===== config.mk =====
export PLATFORM = sky130hd
export DESIGN_NAME = lsu_align
export DESIGN_NICKNAME = d
export VERILOG_FILES = /design/src/rtl/lsu_align.sv
export SDC_FILE = /design/constraint.sdc
export NUM_CORES = 1
export LEC_CHECK = 0
export CAP_MARGIN = 20
export CORE_MARGIN = 4
export CORE_UTILIZATION = 30
export DETAILED_ROUTE_END_ITERATION = 10
export GPL_TIMING_DRIVEN = 0
export PLACE_DENSITY_LB_ADDON = 0.12
export SLEW_MARGIN = 20
export SYNTH_ARGS = -nofsm -noshare
export SYNTH_HDL_FRONTEND = slang
export SYNTH_SLANG_ARGS = --single-unit

===== constraint.sdc =====
create_clock -name clk -period 5.4 [get_ports clk]
set_input_delay 1.35 -clock clk [delete_from_list [all_inputs] [get_ports clk]]
set_output_delay 1.35 -clock clk [all_outputs]
set_load 0.02 [all_outputs]

===== src/rtl/lsu_align.sv =====
// Load/store alignment unit between the execute stage and the data memory port.
// Optional LSU_MISALIGN_SPLIT_EN splits misaligned half/word accesses into byte beats.
module lsu_align #(
  parameter int ADDR_WIDTH = 32,
  parameter int DATA_WIDTH = 32
) (
  input  logic                  clk,
  input  logic                  reset,
  input  logic                  req_valid,
  output logic                  req_ready,
  input  logic                  req_we,
  input  logic [2:0]            req_funct3,
  input  logic [ADDR_WIDTH-1:0] req_addr,
  input  logic [DATA_WIDTH-1:0] req_wdata,
  output logic                  resp_valid,
  output logic [DATA_WIDTH-1:0] resp_rdata,
  output logic                  resp_fault,
  output logic                  mem_wr_en,
  output logic [2:0]            mem_funct3,
  output logic [ADDR_WIDTH-1:0] mem_addr,
  output logic [DATA_WIDTH-1:0] mem_wr_data,
  input  logic [DATA_WIDTH-1:0] mem_rd_data
);
  typedef enum logic [1:0] {IDLE, ACCESS, RESP} state_t;
  state_t state, state_nx;

  logic                  we_q;
  logic [2:0]            f3_q;
  logic [ADDR_WIDTH-1:0] addr_q;
  logic [DATA_WIDTH-1:0] wdata_q;
  logic                  accept, legal, misal, fault_in, last_beat;
  logic [DATA_WIDTH-1:0] load_res;

  assign req_ready  = (state == IDLE) && !reset;
  assign accept     = req_valid && req_ready;
  assign resp_valid = (state == RESP);

  always_comb begin
    legal = 1'b0;
    case (req_funct3)
      3'b000, 3'b001, 3'b010: legal = 1'b1;
      3'b100, 3'b101:         legal = !req_we;
      default:                legal = 1'b0;
    endcase
  end

  assign misal = ((req_funct3[1:0] == 2'b01) && req_addr[0]) ||
                 ((req_funct3[1:0] == 2'b10) && (req_addr[1:0] != 2'b00));

`ifdef LSU_MISALIGN_SPLIT_EN
  logic                  split_q;
  logic [1:0]            beat_q;
  logic [DATA_WIDTH-1:0] asm_q, asm_nx, ext;

  assign fault_in  = !legal;
  assign last_beat = !split_q || (beat_q == (f3_q[1] ? 2'd3 : 2'd1));

  // Current beat's byte folded in so the last beat is usable at the same edge.
  always_comb begin
    asm_nx = asm_q;
    asm_nx[8*beat_q +: 8] = mem_rd_data[7:0];
  end

  always_comb begin
    if (f3_q[1])      ext = asm_nx;
    else if (f3_q[2]) ext = {{(DATA_WIDTH-16){1'b0}}, asm_nx[15:0]};
    else              ext = {{(DATA_WIDTH-16){asm_nx[15]}}, asm_nx[15:0]};
  end

  assign load_res = split_q ? ext : mem_rd_data;

  always_ff @(posedge clk) begin
    if (reset) begin
      split_q <= 1'b0;
      beat_q  <= 2'd0;
      asm_q   <= '0;
    end else if (accept) begin
      split_q <= misal;
      beat_q  <= 2'd0;
      asm_q   <= '0;
    end else if (state == ACCESS) begin
      beat_q <= beat_q + 2'd1;
      asm_q  <= asm_nx;
    end
  end
`else
  assign fault_in  = !legal || misal;
  assign last_beat = 1'b1;
  assign load_res  = mem_rd_data;
`endif

  // Memory port is gated by reset so an aborting beat never writes.
  always_comb begin
    mem_wr_en   = 1'b0;
    mem_funct3  = 3'b000;
    mem_addr    = '0;
    mem_wr_data = '0;
    if (state == ACCESS && !reset) begin
      mem_wr_en   = we_q;
      mem_funct3  = f3_q;
      mem_addr    = addr_q;
      mem_wr_data = wdata_q;
`ifdef LSU_MISALIGN_SPLIT_EN
      if (split_q) begin
        mem_funct3  = we_q ? 3'b000 : 3'b100;
        mem_addr    = addr_q + ADDR_WIDTH'(beat_q);
        mem_wr_data = {{(DATA_WIDTH-8){1'b0}}, wdata_q[8*beat_q +: 8]};
      end
`endif
    end
  end

  always_comb begin
    state_nx = state;
    case (state)
      IDLE:    if (accept) state_nx = fault_in ? RESP : ACCESS;
      ACCESS:  if (last_beat) state_nx = RESP;
      RESP:    state_nx = IDLE;
      default: state_nx = IDLE;
    endcase
  end

  always_ff @(posedge clk) begin
    if (reset) state <= IDLE;
    else       state <= state_nx;
  end

  always_ff @(posedge clk) begin
    if (reset) begin
      we_q       <= 1'b0;
      f3_q       <= 3'b000;
      addr_q     <= '0;
      wdata_q    <= '0;
      resp_rdata <= '0;
      resp_fault <= 1'b0;
    end else if (accept) begin
      we_q       <= req_we;
      f3_q       <= req_funct3;
      addr_q     <= req_addr;
      wdata_q    <= req_wdata;
      resp_rdata <= '0;
      resp_fault <= fault_in;
    end else if (state == ACCESS && last_beat) begin
      resp_rdata <= we_q ? '0 : load_res;
    end else if (state == RESP) begin
      resp_rdata <= '0;
      resp_fault <= 1'b0;
    end
  end
endmodule


==> run_results.csv <==
group,metric,value,unit
global_route,antenna_found_initial,0,
detailed_routing,wire_per_inst,15.5,um
placement,preCtsSetupSlack,175,ps
floorplan,ios,206,
floorplan,rows,41,
detailed_routing,wl,12200,um
worst_setup_path,crit_family,"buffers and inverters",
placement,port_buffers,205,
worst_setup_path,ff2ff_path_depth,6,
worst_setup_path,crit_fanout,10,
synthesis,synthDistinctLibCells,22,
placement,post-dp-hpwl,9170,um
detailed_routing,dr.pass1.iters,4,
worst_setup_path,timing.rr.end,"addr_q[9]",
pwr,finalPower,1.76,mW
clock_tree,path_clk_slew,60,ps
synthesis,syn_nets,499,
detailed_routing,avgViaCountPerCell,4.55,
clock_tree,ctsHoldBuffers,0,
pwr,power.leakage,2.48,nW
timing,timing.slew.headroom,0.441,
clock_tree,clock_path_buffers,2,
worst_setup_path,cp_num_buf_inv,4,
synthesis,synth_warnings,0,
floorplan,die_h,122,um
detailed_routing,drc,0,
finish,final_cell_mix,"205 x clkdlybuf4s50_1, 103 x dfxtp_1, 68 x and2_1, 68 x a22o_1, 34 x nor2_1",
timing,rsz0062_at_grt,"no",
timing,worst_slack,305,ps
timing,setup_viol,0,
clock_tree,clock-sinks,103,
worst_setup_path,startpoint_type,"primary input",
worst_setup_path,critPathKind,"primary input to output pin",
clock_tree,cts_buffers,9,
status,outcome,"finished, final reports clean",
synthesis,ys_seq_area_frac,0.530,
worst_setup_path,slowest_delay,600,ps
worst_hold_path,hold_end,"addr_q[21]",
worst_setup_path,critPathArrivalTime,3740,ps
floorplan,core-area,12700,um2
timing,drv_slew,0,
worst_setup_path,endpoint_kind,"output pin",
detailed_routing,drtAntennaViolNets,0,
flow_run,maxCapViolations,0,
worst_setup_path,slowest_stage,"clkdlybuf4s50_1",
clock_tree,insertion_delay,350,ps
synthesis,ys_ff_latch,103,
finish,syn_to_final_growth,65.9,%
worst_setup_path,crit_required,4050,ps
timing,fin_crit_sh,0.943,
timing,tightest_slew,827,ps
timing,max_freq,196,MHz
timing,timing.final.crit_period,5090,ps
timing,fin_skew,4.18,ps
detailed_routing,drtIter0Drc,141,
worst_hold_path,hold_start,"addr_q[21]",
synthesis,synth_area,3890,um2
worst_setup_path,r2r-start,"state[0]",
clock_tree,htree_levels,3,
clock_tree,root_buffer,"clkbuf_16",
worst_hold_path,hold_depth,1,
finish,layout.nets,715,
global_route,grt_usage,0.160,
synthesis,syn_inst,392,
floorplan,fp.dieArea,14900,um2
global_route,grt_max_degree,16,
worst_hold_path,hp-class,"register to register",
global_route,grt_pass1_vias,3632,
clock_tree,cts-resized-gates,0,
timing,fin_hold_ws,465,ps
worst_setup_path,path_cells,"clkdlybuf4s50_1, nor2_1, clkbuf_1, clkbuf_1, and2_1, clkdlybuf4s50_1",
detailed_routing,via_count,3564,
finish,final_common_cell,"clkdlybuf4s50_1",
worst_setup_path,regToRegSetupSlack,3440,ps
synthesis,synth.avg_cell_area,9.93,um2
finish,drive_gt1_frac,0.0376,
global_route,grt_pass1_wl,18500,um
timing,tns,0,ps
clock_tree,cts_tree,"done",
timing,hold_viol,0,
floorplan,start_util,0.307,
pwr,powerDensity,273,nW/um2
pwr,vdd_drop_max,0.000195,V
clock_tree,post-cts-setup-buffer-count,0,
placement,place_congestion,0.750,
global_route,overflow,0,
finish,antenna_cells,0,
floorplan,die_x,122,um
==> power breakdown <==
part	internal [mW]	switching, mW
sequential	0.810	0.0225
clock	0.382	0.281
combinational	0.144	0.123
total	1.34	0.426
==> flip-flops by register name (all words and copies together), names as in the netlist <==
name and cells:
f3_q 3, addr_q 32, resp_rdata 32, state 2
resp_fault 1, we_q 1, wdata_q 32
==> through the flow <==
step | cell area [um2] | utilization | instances
4_1_cts | 6460 | 0.510 | 784
3_5_place_dp | 6160 | 0.486 | 769
2_1_floorplan | 3890 | - | 392
3_3_place_gp | 6160 | 0.486 | 769
6_report | 6460 | 0.510 | 784
5_1_grt | 6460 | 0.510 | 784
==> worst max path at each step <==
| stage | from | slack, ps | depth (start not counted) | end |
|---|---|---|---|---|
| 2_1_floorplan | reset | 1820 | 4 | mem_addr[10] |
| 3_3_place_gp | reset | 180 | 6 | mem_addr[23] |
| 3_5_place_dp | reset | 170 | 6 | mem_addr[23] |
| 4_1_cts | reset | 170 | 6 | mem_addr[23] |
| 5_1_grt | reset | 30 | 6 | mem_addr[27] |
| 6_report | reset | 310 | 6 | mem_addr[26] |
==> routing by layer <==
metal,global-route usage,share of wire
met5,0,0
met4,0.0455,0.014
met3,0.0799,0.10
met2,0.255,0.45
met1,0.191,0.43
==> worst register-to-register path: cells and delay by family, from the launching register on <==
| family | cells | cell delay (ps) |
|---|---|---|
| DFF | 1 | 380 |
| AOI/OAI and AO/OA | 2 | 590 |
| buffers and inverters | 3 | 660 |
| adders and majority gates | 1 | 270 |
==> cell usage after synthesis (all sizes together) <==
master | count | area [um2]
a21o | 1 | 7.51
a21oi | 33 | 165
a221o | 1 | 10.0
a22o | 68 | 596
a311o | 1 | 10.0
a31oi | 1 | 6.26
and2 | 68 | 425
and3b | 2 | 17.5
buf | 8 | 52.6
clkbuf | 24 | 90.1
dfxtp | 103 | 2060
ha | 4 | 50.1
inv | 5 | 18.8
nand2b | 1 | 6.26
nor2 | 34 | 128
nor2b | 33 | 206
o21ai | 1 | 5.00
o21ba | 2 | 20.0
o32ai | 1 | 8.76
o41ai | 1 | 8.76
==> final cells by class <==
type                    instances  area, um2
plain buffers                  32        143
clock buffers                  12        256
clock inverters                 3       42.5
fillers                      1227       6210
inverters                       5       18.8
multi-input cells             252       1670
flip-flops and latches        103       2060
well taps                     172        215
repair buffers                205       2050
==> cell families after synthesis <==
| group | count (synthesis) | share of synthesized area |
|---|---|---|
| AND/OR/NAND/NOR | 138 | 0.201 |
| AO/OA/AOI/OAI | 110 | 0.215 |
| flip-flops | 103 | 0.530 |
| buffers and inverters | 37 | 0.0415 |
| adder cells (fa/ha/maj) | 4 | 0.0129 |
No activity file was read; power rests on OpenSTA's default activity.
